### src/rtl/counter_job_scheduler.sv
// Purpose : time-shares one external up/down counter among NUM_REQ requesters; round-robin grant, load, run to end value, report.
// Latency : req_valid at cycle 0 -> req_ready at 1, cnt_load_en at 2, RUN from 3, done[owner] at 4 + distance(start, end).
// Backpr. : a requester holds req_valid until its one-cycle req_ready pulse; only one job is active, and others wait with valid high.
//
// Ports:
//   CLK, reset (async, active-low)
//   req_valid/req_start/req_end/req_up : per-requester job request (slice i belongs to requester i)
//   req_ready                           : one-hot acceptance pulse (GRANT cycle)
//   abort                               : kills the active job (GRANT/LOAD/RUN only)
//   cnt_out                             : value fed back from the shared counter
//   cnt_load_en/cnt_load_val/cnt_chnge/cnt_run/cnt_reset : counter controls
//   busy, owner                         : job-owned flag and owner index
//   done, aborted                       : completion pulse (one-hot) and abort pulse
module counter_job_scheduler #(
    parameter int BIT_WIDTH = 4,
    parameter int NUM_REQ   = 4,
    parameter int IDXW      = $clog2(NUM_REQ)
) (
    input  logic                         CLK,
    input  logic                         reset,
    input  logic [NUM_REQ-1:0]           req_valid,
    input  logic [NUM_REQ*BIT_WIDTH-1:0] req_start,
    input  logic [NUM_REQ*BIT_WIDTH-1:0] req_end,
    input  logic [NUM_REQ-1:0]           req_up,
    output logic [NUM_REQ-1:0]           req_ready,
    input  logic                         abort,
    input  logic [BIT_WIDTH-1:0]         cnt_out,
    output logic                         cnt_load_en,
    output logic [BIT_WIDTH-1:0]         cnt_load_val,
    output logic                         cnt_chnge,
    output logic                         cnt_run,
    output logic                         cnt_reset,
    output logic                         busy,
    output logic [IDXW-1:0]              owner,
    output logic [NUM_REQ-1:0]           done,
    output logic                         aborted
);

    localparam int CW = IDXW + 1;

    typedef enum logic [2:0] {
        S_IDLE  = 3'd0,
        S_GRANT = 3'd1,
        S_LOAD  = 3'd2,
        S_RUN   = 3'd3,
        S_DONE  = 3'd4,
        S_ABORT = 3'd5
    } state_t;

    typedef struct packed {
        logic [BIT_WIDTH-1:0] start_val;
        logic [BIT_WIDTH-1:0] end_val;
        logic                 up;
    } job_t;

    state_t          state;
    state_t          state_nxt;
    logic [IDXW-1:0] rr_ptr;
    job_t            job_q;
    job_t            sel_job;

    logic            win_vld;
    logic [IDXW-1:0] win_idx;
    logic [CW-1:0]   cand;
    logic            end_hit;

    // Round-robin pick: scan offsets from farthest to nearest so the
    // nearest set bit at or above rr_ptr is the last (winning) assignment.
    always_comb begin
        win_vld = 1'b0;
        win_idx = '0;
        cand    = '0;
        for (int k = NUM_REQ - 1; k >= 0; k--) begin
            cand = {1'b0, rr_ptr} + CW'(k);
            if (cand >= CW'(NUM_REQ)) begin
                cand = cand - CW'(NUM_REQ);
            end
            if (req_valid[cand[IDXW-1:0]]) begin
                win_vld = 1'b1;
                win_idx = cand[IDXW-1:0];
            end
        end
    end

    // Owner's request slices, captured at the end of the GRANT cycle.
    always_comb begin
        sel_job.start_val = req_start[owner*BIT_WIDTH +: BIT_WIDTH];
        sel_job.end_val   = req_end[owner*BIT_WIDTH +: BIT_WIDTH];
        sel_job.up        = req_up[owner];
    end

    assign end_hit = (cnt_out == job_q.end_val);

    // State register.
    always_ff @(posedge CLK or negedge reset) begin
        if (!reset) begin
            state <= S_IDLE;
        end else begin
            state <= state_nxt;
        end
    end

    // Next-state logic; abort wins over the end match in the same cycle.
    always_comb begin
        state_nxt = state;
        case (state)
            S_IDLE:  if (win_vld) state_nxt = S_GRANT;
            S_GRANT: state_nxt = abort ? S_ABORT : S_LOAD;
            S_LOAD:  state_nxt = abort ? S_ABORT : S_RUN;
            S_RUN: begin
                if (abort) begin
                    state_nxt = S_ABORT;
                end else if (end_hit) begin
                    state_nxt = S_DONE;
                end
            end
            S_DONE:  state_nxt = S_IDLE;
            S_ABORT: state_nxt = S_IDLE;
            default: state_nxt = S_IDLE;
        endcase
    end

    // Owner, round-robin pointer and captured job.
    always_ff @(posedge CLK or negedge reset) begin
        if (!reset) begin
            owner  <= '0;
            rr_ptr <= '0;
            job_q  <= '0;
        end else begin
            if (state == S_IDLE && win_vld) begin
                owner <= win_idx;
            end
            if (state == S_GRANT) begin
                job_q  <= sel_job;
                rr_ptr <= (owner == IDXW'(NUM_REQ - 1)) ? '0 : owner + 1'b1;
            end
        end
    end

    // Outputs. cnt_run is decoded from the live cnt_out so the counter
    // stops on the exact cycle it reaches the end value.
    always_comb begin
        req_ready    = '0;
        done         = '0;
        cnt_load_en  = 1'b0;
        cnt_load_val = '0;
        cnt_chnge    = 1'b0;
        cnt_run      = 1'b0;
        aborted      = 1'b0;
        busy         = (state != S_IDLE);
        cnt_reset    = ~reset;
        case (state)
            S_GRANT: req_ready[owner] = 1'b1;
            S_LOAD: begin
                cnt_load_en  = 1'b1;
                cnt_load_val = job_q.start_val;
                cnt_chnge    = job_q.up;
            end
            S_RUN: begin
                cnt_chnge = job_q.up;
                cnt_run   = ~end_hit;
            end
            S_DONE:  done[owner] = 1'b1;
            S_ABORT: begin
                cnt_reset = 1'b1;
                aborted   = 1'b1;
            end
            default: ;
        endcase
    end

endmodule

### config.mk
export PLATFORM = sky130hd
export DESIGN_NAME = counter_job_scheduler
export DESIGN_NICKNAME = d
export VERILOG_FILES = /design/src/rtl/counter_job_scheduler.sv
export SDC_FILE = /design/constraint.sdc
export NUM_CORES = 1
export LEC_CHECK = 0
export CAP_MARGIN = 20
export CORE_MARGIN = 2
export CORE_UTILIZATION = 34
export CTS_CLUSTER_DIAMETER = 30
export DETAILED_ROUTE_END_ITERATION = 7
export HOLD_SLACK_MARGIN = 0.02
export PLACE_DENSITY_LB_ADDON = 0.15
export SYNTH_ARGS = -nofsm -noshare
export SYNTH_HDL_FRONTEND = slang
export SYNTH_SLANG_ARGS = --single-unit
### constraint.sdc
create_clock -name CLK -period 1.6 [get_ports CLK]
set_input_delay 0.32 -clock CLK [delete_from_list [all_inputs] [get_ports CLK]]
set_output_delay 0.32 -clock CLK [all_outputs]
set_load 0.05 [all_outputs]
==> results of run 1 <==
how the worst min path moves through the flow:
stage	start	endpoint	depth (start not counted)
after CTS	reset	job_q[4]	2
after global placement	job_q[0]	job_q[0]	1
after detailed placement	job_q[0]	job_q[0]	1
final	reset	job_q[4]	2
after floorplan	reset	job_q[0]	0
after global routing	reset	job_q[4]	2
stage by stage:
stage / cells / power [mW] / hold slack, ns / setup slack, ns / area (um2)
2_1_floorplan: 100 / 2.52 / 0.0244 / -0.198 / 1290
3_5_place_dp: 224 / 3.58 / 0.511 / -0.319 / 2270
6_report: 241 / 4.55 / 0.444 / -0.293 / 2570
3_3_place_gp: 224 / 3.49 / 0.485 / -0.284 / 2270
5_1_grt: 241 / 4.77 / 0.462 / -0.379 / 2570
4_1_cts: 238 / 4.31 / 0.452 / -0.292 / 2500
flip-flops by register name, summed over array words and instances (netlist names):
signal  flops
state       3
rr_ptr      2
owner       2
job_q       9
layout make-up:
type	count	area, um2
clock buffer	4	36.3
inverter	5	23.8
tap	46	57.6
sequential	16	409
multi-input combinational	73	901
fill	215	739
timing repair buffer	97	1140
critical path, delay by kind of cell, from the launching register on:
| family | cells | cell delay (ns) |
|---|---|---|
| XOR/XNOR | 1 | 0.16 |
| buffers and inverters | 2 | 0.33 |
| flip-flops | 1 | 0.42 |
| AND/OR/NAND/NOR | 2 | 0.37 |
power breakdown:
part	total, mW	internal (mW)	switching [mW]
clock	0.282	0.139	0.144
combinational	3.38	1.93	1.45
sequential	0.881	0.629	0.253
total	4.55	2.70	1.85
metal layers:
| layer | GRT usage (%) | vias to the layer above | routed length (um) | part of all wire, % |
|---|---|---|---|---|
| li1 | - | 559 | - | - |
| met1 | 21.7 | 610 | 1440 | 35 |
| met2 | 38.4 | 52 | 2360 | 57 |
| met3 | 4.32 | 14 | 194 | 4.7 |
| met4 | 6.67 | 0 | 116 | 2.8 |
| met5 | 0 | - | 0 | 0 |
layout by cell type, fill, tap and decap left out, types with 3 or more instances in the layout:
master / synthesis / layout
buf_12: 0 / 20
mux2_4: 0 / 9
mux4_2: 9 / 9
clkdlybuf4s50_1: 0 / 44
and2_4: 0 / 9
buf_4: 0 / 18
ha_4: 0 / 3
dfrtp_2: 0 / 4
dfrtp_1: 16 / 11
clkbuf_4: 0 / 3
buf_6: 2 / 13
xor2_1: 4 / 3
and3_4: 0 / 3
o31ai_1: 3 / 3
repair_timing:
| action | in CTS | in global routing |
|---|---|---|
| gates resized for setup | 33 | 10 |
| pin swaps | 12 | 10 |
| hold buffers | 0 | 0 |
| endpoints found under the setup margin | 18 | 29 |
| endpoints found under the hold margin | 0 | 0 |
| gates cloned | 0 | 0 |
| buffers inserted | 10 | 4 |
kinds of logic after synthesis:
| family | after synthesis | synth area share [%] |
|---|---|---|
| adder cells (fa/ha/maj) | 4 | 4.27 |
| buffers and inverters | 11 | 5.13 |
| XOR/XNOR | 4 | 2.99 |
| AND/OR/NAND/NOR | 31 | 16.8 |
| AO/OA/AOI/OAI | 13 | 7.91 |
| multiplexers | 21 | 28.7 |
| flip-flops | 16 | 34.2 |
==> qor.yml, run 1 <==
status:
  run_status: "finished with violations"
  violations: "setup timing"
timing:
  max_freq_mhz: 528
  clock_skew_ns: 0.00956
  worst_slack_ns: -0.293
  fin_crit_ns: 1.89
  report.final.hold_viol_count: 0
  min_period_over_period_pct: 118
  tightest_slew_ns: 0.337
  fin_setup_tns_ns: -3.26
  rsz0062_at_grt: "true"
  slew-limit-headroom_pct: 77.5
  setup_viol: 25
  slew_violations: 0
synthesis:
  yosysSeqAreaShare_pct: 34.2
  yosysMostFrequentCell: "dfrtp_1"
  synth_area_leaders: "dfrtp_1 34%, mux4_2 17%, mux2_2 9.6%"
  syn-num-nets: 151
  async_reset_ff_share_pct: 100
  yosysWarnings: 0
  syn_area_um2: 1170
  syn_area_per_cell_um2: 11.7
  yosysTopAreaCellShare_pct: 34.2
  synth_cell_types: 33
  yosys.area.top_type: "dfrtp_1"
  ys.flop_type: "dfrtp_1"
  synth-edff-count: 0
  syn_inst: 100
  synth_common_cells: "16 x dfrtp_1, 10 x mux2_2, 9 x and2_1, 9 x mux4_2, 5 x inv_1"
  synth_seq_cells: 16
clocking:
  worstSkewPairLatency_ns: 0.29
  h-tree-depth: 1
  clk_path_buf_depth: 2
  clockRootBuffer: "clkbuf_4"
  cts_inserted_buffers: 3
  tritoncts: "yes"
  clkSlewWorstSetupHoldPaths_ns: 0.11
  cts.sinks: 16
placed_design:
  gp_congestion: 0.709
  hpwl_mm: 2.99
  port_buffers: 66
global_routing:
  grt_max_degree: 17
  overflow: 0
  grt_pass1_wl_mm: 6.08
  grt_pass1_vias: 1291
  antenna_found_initial: 0
  grt_use_total_pct: 20.1
min_path:
  hold_class: "in2async"
setup_path:
  worstPathRequired_ns: 1.28
  worstPathCellList: "xor2_1 -> nor4_2 -> buf_4 -> nor2_2 -> buf_6"
  rr_endpoint: "job_q[0]"
  reg2reg_slack_ns: -0.04
  cpPeakStageDelay_ns: 0.42
  critical_path.startpoint_type: "flip-flop"
  r2r_cells: 4
  crit_path_end: "cnt_run"
  cpMaxStageDelayCell: "dfrtp_1"
  startpoint: "job_q[4]"
  crit_path_end_kind: "output pin"
  crit_arrival_ns: 1.57
  timing_worst_setup_path_type: "reg2out"
  crit_fanout: 2
  worstReg2RegStart: "owner[0]"
floorplan:
  die_x_um: 62.7
  rows: 21
  ios: 67
  core_um2: 3310
  die_h_um: 62.7
  dieArea_um2: 3930
  start_util_pct: 35.4
drt:
  drcViolationCount: 0
  dr_total_vias: 1235
  drt_iter0_markers: 63
  viasPerCell: 5.12
  wl_per_cell_um: 17.0
  drt.antenna.violating_nets: 0
  drt_wl_total_mm: 4.10
  first_pass_iters: 4
pwr:
  irDropWorstVdd_v: 0.000953
  total_leakage_power_nw: 1.08
  p_per_area_nw_per_um2: 1770
cells_and_area:
  drive_gt1_share_pct: 56.4
  n_antenna_cell: 0
  finish.utilization_pct: 77.7
  synthToLayoutAreaGrowth_pct: 120
  nets: 247
flow_run:
  drv_cap: 0
(Power assumes the default switching activity.)
==> inputs of run 2 (changes only) <==
- CORE_UTILIZATION: 34 -> 41
- SLEW_MARGIN: not set -> 20
- clock period: 1.6 -> 2.25 ns (I/O delays scaled with it)
==> qor.yml, run 2 (same netlist as run 1, synthesis figures left out) <==
status:
  run_status: "finished, final reports clean"  # was finished with violations
setup_path:
  critical_path.startpoint_type: "input port"  # was flip-flop
  crit_path_end_kind: "output pin"  # unchanged
  crit_arrival_ns: 1.75  # was 1.57 ns
  worstPathRequired_ns: 1.80  # was 1.28 ns
  crit_fanout: 3  # was 2
  timing_worst_setup_path_type: "in2out"  # was reg2out
  r2r_cells: 3  # was 4
global_routing:
  grt_pass1_vias: 1164  # was 1,291
  overflow: 0  # unchanged
  grt_max_degree: 17  # unchanged
  antenna_found_initial: 0  # unchanged
  grt_pass1_wl_mm: 5.13  # was 6.08 mm
  grt_use_total_pct: 20.1  # about the same
timing:
  slew-limit-headroom_pct: 67.8  # was 77.5%
  clock_skew_ns: 0.00514  # was 0.00956 ns
  slew_violations: 0  # unchanged
  tightest_slew_ns: 0.478  # was 0.337 ns
  report.final.hold_viol_count: 0  # unchanged
  setup_viol: 0  # was 25
  fin_setup_tns_ns: 0  # was -3.26 ns
  min_period_over_period_pct: 97.7
  fin_crit_ns: 2.20
  rsz0062_at_grt: "false"  # was true
  max_freq_mhz: 455
drt:
  viasPerCell: 5.40  # was 5.12
  drt_iter0_markers: 25  # was 63
  wl_met2_mm: 1.72  # was 2.36 mm
  wl_per_cell_um: 15.3  # was 17.0 um
  first_pass_iters: 5  # was 4
  met1Wirelength_mm: 1.19  # was 1.44 mm
  top_layer: "met4"  # unchanged
  drcViolationCount: 0  # unchanged
  wl_met3_um: 161  # was 194 um
  drt.antenna.violating_nets: 0  # unchanged
  drt_wl_total_mm: 3.11  # was 4.10 mm
  dr_total_vias: 1096  # was 1,235
cells_and_area:
  final_cell_mix: "46 x clkdlybuf4s50_1, 14 x buf_12, 14 x buf_4"  # was 44 x clkdlybuf4s50_1, 20 x buf_12, 18 x buf_4
  mostFrequentLayoutCell: "clkdlybuf4s50_1"  # unchanged
  drive_gt1_share_pct: 35.5  # was 56.4%
  n_antenna_cell: 0  # unchanged
  synthToLayoutAreaGrowth_pct: 77.8  # was 120%
  stdcell_area_um2: 2080  # was 2570 um2
  largest_reg_flops: 9  # unchanged
  reg_top3: "job_q: 9 flops, state: 3 flops"  # unchanged
  largest_register: "job_q"  # unchanged
  nets: 224  # was 247
pwr:
  total_leakage_power_nw: 0.869  # was 1.08 nW
  irDropWorstVdd_v: 0.000935  # was 0.000953 V
  p_per_area_nw_per_um2: 1170  # was 1770 nW/um2
clocking:
  tritoncts: "yes"  # unchanged
  h-tree-depth: 1  # unchanged
  clk_path_buf_depth: 2  # unchanged
  cts_hold_buf: 0  # unchanged
  cts_inserted_buffers: 3  # unchanged
  clockRootBuffer: "clkbuf_4"  # unchanged
  worstSkewPairLatency_ns: 0.29  # about the same
  clkSlewWorstSetupHoldPaths_ns: 0.11  # about the same
  cts.sinks: 16  # unchanged
floorplan:
  die_x_um: 57.4  # was 62.7 um
  dieArea_um2: 3300  # was 3930 um2
  core_um2: 2730  # was 3310 um2
  ios: 67  # unchanged
  die_h_um: 57.4  # was 62.7 um
  rows: 19  # was 21
  start_util_pct: 42.8  # was 35.4%
placed_design:
  port_buffers: 66  # unchanged
  dpl-instance-area_um2: 2010  # was 2270 um2
  hpwl_mm: 2.53  # was 2.99 mm
  gp_congestion: 0.777  # was 0.709
min_path:
  hold_class: "in2async"  # unchanged
flow_run:
  drv_cap: 0  # unchanged
[run 2: changes by cell type in the layout (fill, tap and decap cells not counted), moves of 4 or more]
cell | before | now
and2_1 | 0 | 9
and2_4 | 9 | 0
buf_12 | 20 | 14
buf_4 | 18 | 14
buf_6 | 13 | 0
ha_1 | 0 | 4
mux2_2 | 1 | 10
mux2_4 | 9 | 0
[run 2: power by group]
group	switching, mW	internal (mW)
clock	0.0992	0.0984
combinational	0.751	0.854
sequential	0.202	0.439
[run 2: final timing paths]
path,startpoint,endpoint,slack [ns]
setup / recovery,cnt_out[1],cnt_run,0.05
hold / removal,reset,owner[1],0.50
setup reg to reg,owner[0],job_q[6],0.56
hold reg to reg,job_q[8],job_q[8],0.51
max in group asynchronous,reset,state[1],1.55
min in group CLK,job_q[8],job_q[8],0.51
[run 2: per-layer routing]
layer,global-route usage (%),vias to the layer above
met2,37.7,45
met4,6.98,0
met3,3.40,6
met5,0,-
met1,22.7,527
li1,-,518
[run 2: stage by stage]
| stage | util (%) | cells | hold slack (ns) | power, mW | setup slack, ns |
|---|---|---|---|---|---|
| 2_1_floorplan | - | 100 | 0.154 | 1.63 | -0.221 |
| 3_3_place_gp | 73.4 | 196 | 0.483 | 2.15 | 0.0384 |
| 3_5_place_dp | 73.4 | 196 | 0.488 | 2.20 | 0.0178 |
| 4_1_cts | 74.7 | 200 | 0.509 | 2.40 | 0.0171 |
| 5_1_grt | 76.2 | 203 | 0.505 | 2.59 | 0.00405 |
| 6_report | 76.2 | 203 | 0.502 | 2.44 | 0.0515 |
[run 2: worst max-delay path: stages]
cell	delay, ns
clkdlybuf4s50_1	0.42
xor2_1	0.15
nor4_1	0.31
buf_4	0.18
nor2_1	0.05
buf_4	0.18
[run 2: timing repair]
item / 4_1_cts / 5_1_grt
resized for setup: 1 / 5
setup buffers: 0 / 3
endpoints found under the setup margin: 2 / 10
pin swaps: 0 / 1
[run 2: area by class of cell]
type	instances	area, um2
tap	31	38.8
clock buffer	4	36.3
sequential	16	404
inverter	5	18.8
timing repair buffer	74	846
fill	170	652
multi-input combinational	73	738
==> inputs of run 3 (changes only) <==
- RECOVER_POWER: not set -> 100
==> qor.yml, run 3 (same netlist as run 1, synthesis figures left out) <==
floorplan:
  die_h_um: 57.4  # unchanged
  core_um2: 2730  # unchanged
  dieArea_um2: 3300  # unchanged
  rows: 19  # unchanged
  die_x_um: 57.4  # unchanged
  start_util_pct: 42.8  # unchanged
  ios: 67  # unchanged
timing:
  slew-limit-headroom_pct: 41.0  # was 67.8%
  rsz0062_at_grt: "false"  # unchanged
  max_freq_mhz: 455  # about the same
  min_period_over_period_pct: 97.7  # about the same
  fin_crit_ns: 2.20  # about the same
  clock_skew_ns: 0.00556  # was 0.00514 ns
  report.final.hold_viol_count: 0  # unchanged
  fin_setup_tns_ns: 0  # unchanged
  worst_slack_ns: 0.0510  # was 0.0515 ns
  timing.hold.ws_ns: 0.507  # was 0.502 ns
  tightest_slew_ns: 0.886  # was 0.478 ns
  slew_violations: 0  # unchanged
  setup_viol: 0  # unchanged
pwr:
  irDropWorstVdd_v: 0.000923  # was 0.000935 V
  power_mw: 2.37  # was 2.44 mW
  p_per_area_nw_per_um2: 1170  # about the same
  total_leakage_power_nw: 0.857  # was 0.869 nW
global_routing:
  grt_use_total_pct: 20.1  # unchanged
  antenna_found_initial: 0  # unchanged
  overflow: 0  # unchanged
  grt_max_degree: 17  # unchanged
  grt_pass1_wl_mm: 5.13  # unchanged
  grt_pass1_vias: 1164  # unchanged
min_path:
  hold_class: "reg2reg"  # was in2async
cells_and_area:
  n_antenna_cell: 0  # unchanged
  drive_gt1_share_pct: 31.4  # was 35.5%
  largest_register: "job_q"  # unchanged
  final_cell_mix: "44 x clkdlybuf4s50_1, 13 x dfrtp_1, 13 x buf_12"  # was 46 x clkdlybuf4s50_1, 14 x buf_12, 14 x buf_4
  seq_area_um2: 404  # unchanged
  finish.utilization_pct: 74.4  # was 76.2%
  mostFrequentLayoutCell: "clkdlybuf4s50_1"  # unchanged
  reg_top3: "job_q: 9 flops, state: 3 flops"  # unchanged
  fill_cells: 182  # was 170
  synthToLayoutAreaGrowth_pct: 73.6  # was 77.8%
  stdcell_count: 203  # unchanged
  multi_input_area_um2: 724  # was 738 um2
  stdcell_area_um2: 2030  # was 2080 um2
  largest_reg_flops: 9  # unchanged
  nets: 224  # unchanged
placed_design:
  dpl-instance-area_um2: 2010  # unchanged
  hpwl_mm: 2.53  # unchanged
  dpl.cell_count: 196  # unchanged
  place_ws_ns: 0.0178  # unchanged
  port_buffers: 66  # unchanged
  gp_congestion: 0.777  # unchanged
drt:
  drt.antenna.violating_nets: 0  # unchanged
  viasPerCell: 5.43  # was 5.40
  drcViolationCount: 0  # unchanged
  first_pass_iters: 4  # was 5
  wl_per_cell_um: 15.4  # was 15.3 um
  drt_wl_total_mm: 3.13  # was 3.11 mm
  drt_iter0_markers: 13  # was 25
  dr_total_vias: 1102  # was 1,096
setup_path:
  worstPathRequired_ns: 1.80  # about the same
  worstPathCellList: "clkdlybuf4s50_1 -> xor2_1 -> nor4_1 -> buf_4 -> nor2_1 -> buf_4"  # unchanged
  crit_path_end_kind: "output pin"  # unchanged
  cpMaxStageDelayCell: "clkdlybuf4s50_1"  # unchanged
  cpPeakStageDelay_ns: 0.42  # about the same
  crit_fanout: 3  # unchanged
  critical_path.startpoint_type: "input port"  # unchanged
  cpMostUsedCell: "buf_4"  # unchanged
  crit_arrival_ns: 1.75  # about the same
  timing_worst_setup_path_type: "in2out"  # unchanged
status:
  run_status: "finished, final reports clean"  # unchanged
clocking:
  cts.sinks: 16  # unchanged
  clk_path_buf_depth: 2  # unchanged
  tritoncts: "yes"  # unchanged
  clkSlewWorstSetupHoldPaths_ns: 0.10  # was 0.11 ns
  clockRootBuffer: "clkbuf_4"  # unchanged
  worstSkewPairLatency_ns: 0.29  # about the same
  cts_inserted_buffers: 3  # unchanged
  h-tree-depth: 1  # unchanged
flow_run:
  drv_cap: 0  # unchanged
run 3: final timing paths:
| path | from | endpoint | slack [ns] | cells after the start |
|---|---|---|---|---|
| max | cnt_out[1] | cnt_run | 0.05 | 6 |
| min | job_q[8] | job_q[8] | 0.51 | 1 |
| max reg2reg | owner[0] | job_q[6] | 0.30 | 3 |
| min reg2reg | job_q[8] | job_q[8] | 0.51 | 1 |
| max in group asynchronous | reset | state[1] | 0.84 | 2 |
| min in group asynchronous | reset | owner[1] | 0.81 | 2 |
run 3: report_power, final:
part	total (mW)	internal [mW]	switching (mW)
clock network	0.198	0.0984	0.0999
logic	1.54	0.790	0.749
registers	0.633	0.439	0.195
run 3: critical path, delay by kind of cell:
family / cells / cell delay [ns]
buffers and inverters: 3 / 0.78
AND/OR/NAND/NOR: 2 / 0.36
XOR/XNOR: 1 / 0.15
run 3: per-layer routing:
metal	track usage [%]	wire length (um)
met5	0	0
met4	6.98	47
met3	3.40	182
met2	37.7	1710
met1	22.7	1190
run 3: repair_timing:
action | CTS | global route
pin swaps | 0 | 1
setup buffers | 0 | 3
setup endpoints to repair | 2 | 10
gates resized for setup | 1 | 5
hold buffers | 0 | 0
run 3: cell type report:
type | count | share of cell area (%)
Inverter | 5 | 0.923
Timing Repair Buffer | 74 | 39.9
Sequential cell | 16 | 19.9
Tap cell | 31 | 1.91
Clock buffer | 4 | 1.78
Multi-Input combinational cell | 73 | 35.6
